`src/rtl/serial_add_pkg.sv`:
```
// Shared types and sizing helpers for the bit-serial add/subtract sequencer.
package serial_add_pkg;

  typedef enum logic [1:0] {
    IDLE = 2'b00,
    RUN  = 2'b01,
    DONE = 2'b10
  } state_e;

  // Counter width for a W-bit operand; never narrower than one bit.
  function automatic int cnt_w(input int w);
    int c;
    c = $clog2(w);
    return (c < 1) ? 1 : c;
  endfunction

endpackage

```
`src/rtl/serial_add_ctrl_if.sv`:
```
// Operand and result handshakes of the bit-serial add/subtract sequencer.
interface serial_add_ctrl_if #(
  parameter int WIDTH = 8
);

  logic             in_valid;
  logic             in_ready;
  logic [WIDTH-1:0] op_a;
  logic [WIDTH-1:0] op_b;
  logic             sub;
  logic             cin;
  logic             res_valid;
  logic             res_ready;
  logic [WIDTH-1:0] result;
  logic             cout;
  logic             ovf;
  logic             busy;

  modport master (
    output in_valid, op_a, op_b, sub, cin, res_ready,
    input  in_ready, res_valid, result, cout, ovf, busy
  );

  modport slave (
    input  in_valid, op_a, op_b, sub, cin, res_ready,
    output in_ready, res_valid, result, cout, ovf, busy
  );

endinterface

```
`src/rtl/serial_add_ctrl_fa.sv`:
```
// One-bit full adder cell shared by the serial arithmetic blocks.
module fa (
  input  logic a,
  input  logic b,
  input  logic c,
  output logic sum,
  output logic carry
);

  assign sum   = a ^ b ^ c;
  assign carry = (a & b) | (c & (a ^ b));

endmodule

```
`src/rtl/serial_add_ctrl.sv`:
```
// Bit-serial add/subtract: one full-adder cell walks the operands LSB first,
// sum bits shift into the result register from the top.
module serial_add_ctrl
  import serial_add_pkg::*;
#(
  parameter int WIDTH = 8
) (
  input  logic             clk,
  input  logic             rst_n,
  serial_add_ctrl_if.slave bus
);

  localparam int             CW   = cnt_w(WIDTH);
  localparam logic [CW-1:0]  LAST = CW'(WIDTH - 1);

  state_e           state_q, state_d;
  logic [WIDTH-1:0] a_sh_q, a_sh_d;
  logic [WIDTH-1:0] b_sh_q, b_sh_d;
  logic [WIDTH-1:0] result_q, result_d;
  logic [CW-1:0]    count_q, count_d;
  logic             carry_q, carry_d;
  logic             cout_q, cout_d;
  logic             ovf_q, ovf_d;
  logic             fa_sum, fa_carry;

  fa u_fa (
    .a     (a_sh_q[0]),
    .b     (b_sh_q[0]),
    .c     (carry_q),
    .sum   (fa_sum),
    .carry (fa_carry)
  );

  always_comb begin
    state_d  = state_q;
    a_sh_d   = a_sh_q;
    b_sh_d   = b_sh_q;
    result_d = result_q;
    count_d  = count_q;
    carry_d  = carry_q;
    cout_d   = cout_q;
    ovf_d    = ovf_q;

    case (state_q)
      IDLE: begin
        if (bus.in_valid) begin
          a_sh_d  = bus.op_a;
          // Subtraction is A + ~B + 1, so cin is irrelevant there.
          b_sh_d  = bus.sub ? ~bus.op_b : bus.op_b;
          carry_d = bus.sub | bus.cin;
          count_d = '0;
          state_d = RUN;
        end
      end

      RUN: begin
        a_sh_d              = a_sh_q >> 1;
        b_sh_d              = b_sh_q >> 1;
        result_d            = result_q >> 1;
        result_d[WIDTH-1]   = fa_sum;
        carry_d             = fa_carry;
        if (count_q == LAST) begin
          cout_d  = fa_carry;
          // carry_q is the carry into the MSB on the final bit.
          ovf_d   = carry_q ^ fa_carry;
          state_d = DONE;
        end else begin
          count_d = count_q + 1'b1;
        end
      end

      DONE: begin
        if (bus.res_ready) begin
          state_d = IDLE;
        end
      end

      default: state_d = IDLE;
    endcase
  end

  always_ff @(posedge clk or negedge rst_n) begin
    if (!rst_n) begin
      state_q  <= IDLE;
      a_sh_q   <= '0;
      b_sh_q   <= '0;
      result_q <= '0;
      count_q  <= '0;
      carry_q  <= 1'b0;
      cout_q   <= 1'b0;
      ovf_q    <= 1'b0;
    end else begin
      state_q  <= state_d;
      a_sh_q   <= a_sh_d;
      b_sh_q   <= b_sh_d;
      result_q <= result_d;
      count_q  <= count_d;
      carry_q  <= carry_d;
      cout_q   <= cout_d;
      ovf_q    <= ovf_d;
    end
  end

  assign bus.in_ready  = (state_q == IDLE);
  assign bus.res_valid = (state_q == DONE);
  assign bus.busy      = (state_q == RUN) || (state_q == DONE);
  assign bus.result    = result_q;
  assign bus.cout      = cout_q;
  assign bus.ovf       = ovf_q;

endmodule

```
`src/flat_wrapper.sv`:
```
// flat-port wrapper written by rule: the top's interface ports become plain ports
module serial_add_ctrl_flat import serial_add_pkg::*;
#(
  parameter int WIDTH = 8
)
  (clk, rst_n, bus_in_valid, bus_op_a, bus_op_b, bus_sub, bus_cin, bus_res_ready, bus_in_ready, bus_res_valid, bus_result, bus_cout, bus_ovf, bus_busy);
  serial_add_ctrl_if #(.WIDTH(WIDTH)) bus_i ();
  input  logic clk;
  input  logic rst_n;
  input wire logic [$bits(bus_i.in_valid)-1:0] bus_in_valid;
  input wire logic [$bits(bus_i.op_a)-1:0] bus_op_a;
  input wire logic [$bits(bus_i.op_b)-1:0] bus_op_b;
  input wire logic [$bits(bus_i.sub)-1:0] bus_sub;
  input wire logic [$bits(bus_i.cin)-1:0] bus_cin;
  input wire logic [$bits(bus_i.res_ready)-1:0] bus_res_ready;
  output wire logic [$bits(bus_i.in_ready)-1:0] bus_in_ready;
  output wire logic [$bits(bus_i.res_valid)-1:0] bus_res_valid;
  output wire logic [$bits(bus_i.result)-1:0] bus_result;
  output wire logic [$bits(bus_i.cout)-1:0] bus_cout;
  output wire logic [$bits(bus_i.ovf)-1:0] bus_ovf;
  output wire logic [$bits(bus_i.busy)-1:0] bus_busy;
  assign bus_i.in_valid = bus_in_valid;
  assign bus_i.op_a = bus_op_a;
  assign bus_i.op_b = bus_op_b;
  assign bus_i.sub = bus_sub;
  assign bus_i.cin = bus_cin;
  assign bus_i.res_ready = bus_res_ready;
  assign bus_in_ready = bus_i.in_ready;
  assign bus_res_valid = bus_i.res_valid;
  assign bus_result = bus_i.result;
  assign bus_cout = bus_i.cout;
  assign bus_ovf = bus_i.ovf;
  assign bus_busy = bus_i.busy;
  serial_add_ctrl #(.WIDTH(WIDTH)) u_core (.clk(clk), .rst_n(rst_n), .bus(bus_i));
endmodule
```
`config.mk`:
```
export PLATFORM = sky130hd
export DESIGN_NAME = serial_add_ctrl_flat
export DESIGN_NICKNAME = d
export VERILOG_FILES = /design/src/rtl/serial_add_pkg.sv /design/src/rtl/serial_add_ctrl_if.sv /design/src/rtl/serial_add_ctrl_fa.sv /design/src/rtl/serial_add_ctrl.sv /design/src/flat_wrapper.sv
export SDC_FILE = /design/constraint.sdc
export NUM_CORES = 1
export LEC_CHECK = 0
export ABC_AREA = 1
export CORE_MARGIN = 3
export CORE_UTILIZATION = 25
export DETAILED_ROUTE_END_ITERATION = 7
export GPL_ROUTABILITY_DRIVEN = 0
export MAX_ROUTING_LAYER = met4
export PLACE_DENSITY = 0.5
export SLEW_MARGIN = 20
export SYNTH_ARGS = -nofsm -noshare
export SYNTH_HDL_FRONTEND = slang
export SYNTH_SLANG_ARGS = --single-unit
```
`constraint.sdc`:
```
create_clock -name clk -period 2.3 [get_ports clk]
set_clock_uncertainty 0.2 [all_clocks]
set_input_delay 0.46 -clock clk [delete_from_list [all_inputs] [get_ports clk]]
set_output_delay 0.46 -clock clk [all_outputs]
set_load 0.02 [all_outputs]
```
==> flow_metrics.tcl <==
set metrics [dict create \
    wire_length_of_the_first_global_routing_pass_um 6290 \
    power.ir.vdd_worst_mv 0.367 \
    dr.pass1.iters 4 \
    die_area_um2 7960 \
    yosysTopAreaCell "sky130_fd_sc_hd__dfrtp_1" \
    maxSlewHeadroom_pct 69.6 \
    dpl_ws_ns 0.181 \
    muxShareOfSynthArea_pct 0 \
    clkSlewWorstSetupHoldPaths_ns 0.07 \
    synth_seq_area_share_pct 46.2 \
    die_wd_um 89.2 \
    grt_usage_pct 10.7 \
    detailedRoute.firstIterationViolations 85 \
    worstReg2RegStart "u_core.state_q[1]" \
    initial_utilization_pct 26.5 \
    synth_fp_nets 265 \
    report.final.slew_viol_count 0 \
    vias 1458 \
    antenna_cell_count 0 \
    wl_per_cell_um 10.3 \
    synthToLayoutAreaGrowth_pct 30.1 \
    synth_area_um2 1730 \
    status "complete, no violations" \
    adder_cell_area_share_of_the_yosys_netlist_pct 6.21 \
    postSynthRegisterBits 32 \
    setup_slack_ns 0.164 \
    worst_hold_startpoint "u_core.bus.result[0]" \
    whs_path_depth 2 \
    critPathMaxFanout 5 \
    postRouteAntennaNets 0 \
    data_arrival_time_at_the_worst_slack_endpoint_ns 1.48 \
    synth-simple-area-share_pct 36.9 \
    setup_violations 0 \
    die_h_um 89.2 \
    worstHoldPathType "reg2reg" \
    rows 29 \
    critical_path.startpoint_type "flop" \
    pin_count 35 \
    globalRouteOverflowTotal 0 \
    layout.cells.non_filler 353 \
    crit_type "reg2out" \
    maxClockFrequency_mhz 468 \
    max_cap_check_violation_count 0 \
    clk-insertion-delay-late_ns 0.28 \
    placeable_area_um2 6530 \
    synth_top_area_share_pct 46.2 \
    remaining_drc_errors 0 \
    finalHoldViolations 0 \
    grt_antenna_before_repair 0 \
    numPlacedInstances 345 \
    number_of_clock_buffers_inserted_by_tritoncts 5 \
    numClockSinks 32 \
    cts.root.buffer_cell "sky130_fd_sc_hd__clkbuf_8" \
    clock_tree_from_tritoncts "yes" \
    layout-drive-gt1-share_pct 8.33 \
    yosys_warnings 0 \
    crit_required_ns 1.64 \
    finalWirelength_um 3650 \
    tightestPinTransition_ns 0.456 \
    cts_setup_buffers 0 \
    post_synth.cell_area_avg_um2 7.37 \
    crit_path_start "u_core.state_q[1]" \
    grt_setup_unrepaired "false" \
    synthesized_area_fraction_occupied_by_ao_oa_aoi_and_oai_cells_pct 2.53 \
    category_of_the_worst_setup_path_capture_point "primary output" \
    final_worst_path_period_share_pct 92.9 \
    worstRegToRegCells 7 \
    post-route-min-period_ns 2.14 \
    instance_count_of_the_mapped_netlist 235 \
    cellPowerDensity_nw_per_um2 1170 \
    synth_top_cells_by_area "sky130_fd_sc_hd__dfrtp_1 46%, sky130_fd_sc_hd__nand2_1 26%, sky130_fd_sc_hd__ha_1 5.1%" \
    fin_tns_setup_ns 0 \
    design.final.nets 305 \
    clock_tree.buffer_depth 2 \
    grt_pass1_vias 1432 \
    netlist_cell_types 21 \
    leakage_nw 1.22 \
    largest_family_of_logic_cells_by_synthesized_area "simple AND/OR/NAND/NOR gates" \
    synth-xor-area-share_pct 0.506 \
    pin_count_of_the_biggest_net_entering_global_routing 33 \
    timing.reg2reg.setup_slack_ns 0.54 \
    vias_per_cell 4.13 \
    detailedPlacementHpwl_um 2570 \
    io_buffer_count 34 \
    htree_num_levels 2 \
]
## power by group
part | internal, W | switching [W]
registers | 0.000786 | 0.000131
logic | 0.000502 | 0.000772
clock network | 0.000239 | 0.000208
## routing by layer
metal	track usage [%]	share of wire [%]	up-vias
li1	-	-	791
met1	13.7	50	639
met2	15.9	45	26
met3	4.15	4.9	2
met4	2.84	0.74	0
met5	-	0	-
## kinds of logic (layout without fill, tap and decap cells)
group | count (synthesis) | count (layout)
AO/OA/AOI/OAI | 8 | 8
XOR/XNOR | 1 | 1
flip-flops | 32 | 32
buffers and inverters | 28 | 69
AND/OR/NAND/NOR | 158 | 158
adder cells (fa/ha/maj) | 8 | 8
## registers in the layout, indices dropped and copies added (netlist names)
register	count
u_core.bus.ovf	1
u_core.bus.cout	1
u_core.count_q	3
u_core.carry_q	1
u_core.state_q	2
u_core.a_sh_q	8
u_core.bus.result	8
u_core.b_sh_q	8
## placed cells by master (no fill, tap or decap), types with 3 or more instances in the layout
cell type / synthesis / routed
sky130_fd_sc_hd__o21ai_0: 7 / 7
sky130_fd_sc_hd__inv_1: 18 / 18
sky130_fd_sc_hd__nand3_1: 11 / 11
sky130_fd_sc_hd__ha_1: 7 / 7
sky130_fd_sc_hd__clkbuf_8: 0 / 6
sky130_fd_sc_hd__nand2_1: 121 / 121
sky130_fd_sc_hd__dfrtp_1: 32 / 32
sky130_fd_sc_hd__nor2_2: 3 / 3
sky130_fd_sc_hd__buf_4: 1 / 6
sky130_fd_sc_hd__nand4_1: 5 / 5
sky130_fd_sc_hd__nor2_1: 15 / 15
sky130_fd_sc_hd__clkdlybuf4s50_1: 0 / 31
## per-stage QoR
step | power, W | hold WS, ns | area, µm² | utilization (%)
floorplan | 0.00186 | -0.0356 | 1730 | -
global placement | 0.00223 | 0.254 | 2160 | 33.1
detailed placement | 0.00224 | 0.259 | 2160 | 33.1
CTS | 0.00269 | 0.278 | 2250 | 34.5
global route | 0.00293 | 0.301 | 2250 | 34.5
finish | 0.00264 | 0.271 | 2250 | 34.5
## worst max-delay path, cell delays in order (launching register included)
cell and delay [ns]:
sky130_fd_sc_hd__dfrtp_1 0.40, sky130_fd_sc_hd__inv_1 0.14, sky130_fd_sc_hd__ha_1 0.29, sky130_fd_sc_hd__dlygate4sd2_1 0.37
## layout make-up
| class | instances | area [µm²] |
|---|---|---|
| fillers | 695 | 4280 |
| flip-flops and latches | 32 | 801 |
| multi-input cells | 175 | 800 |
| repair buffers | 40 | 385 |
| well taps | 77 | 96.3 |
| clock buffers | 6 | 82.6 |
| inverters | 21 | 78.8 |
| clock inverters | 2 | 10.0 |
## cells in the mapped netlist
cell and count:
sky130_fd_sc_hd__ha_1 7, sky130_fd_sc_hd__xnor2_1 1, sky130_fd_sc_hd__nand2_4 1, sky130_fd_sc_hd__clkbuf_1 1, sky130_fd_sc_hd__inv_2 2, sky130_fd_sc_hd__o21ai_2 1, sky130_fd_sc_hd__nand4_1 5, sky130_fd_sc_hd__nor2_2 3
sky130_fd_sc_hd__buf_6 1, sky130_fd_sc_hd__nand2_1 121, sky130_fd_sc_hd__buf_2 3, sky130_fd_sc_hd__fa_1 1, sky130_fd_sc_hd__clkinv_1 1, sky130_fd_sc_hd__buf_4 1, sky130_fd_sc_hd__buf_8 1, sky130_fd_sc_hd__nand2_2 2
sky130_fd_sc_hd__o21ai_0 7, sky130_fd_sc_hd__inv_1 18, sky130_fd_sc_hd__nor2_1 15, sky130_fd_sc_hd__dfrtp_1 32, sky130_fd_sc_hd__nand3_1 11
## timing repair
action	CTS	global route
hold buffers	0	0
setup endpoints to repair	2	1
gates resized for setup	2	1
## path summary, 6_finish.rpt
| kind | end |
|---|---|
| min in group asynchronous | u_core.b_sh_q[2] |
| hold reg to reg | u_core.bus.result[0] |
| setup reg to reg | u_core.b_sh_q[2] |
| hold / removal | u_core.bus.result[0] |
| max in group asynchronous | u_core.a_sh_q[0] |
| setup / recovery | bus_in_ready |
No activity file was read; power rests on OpenSTA's default activity.
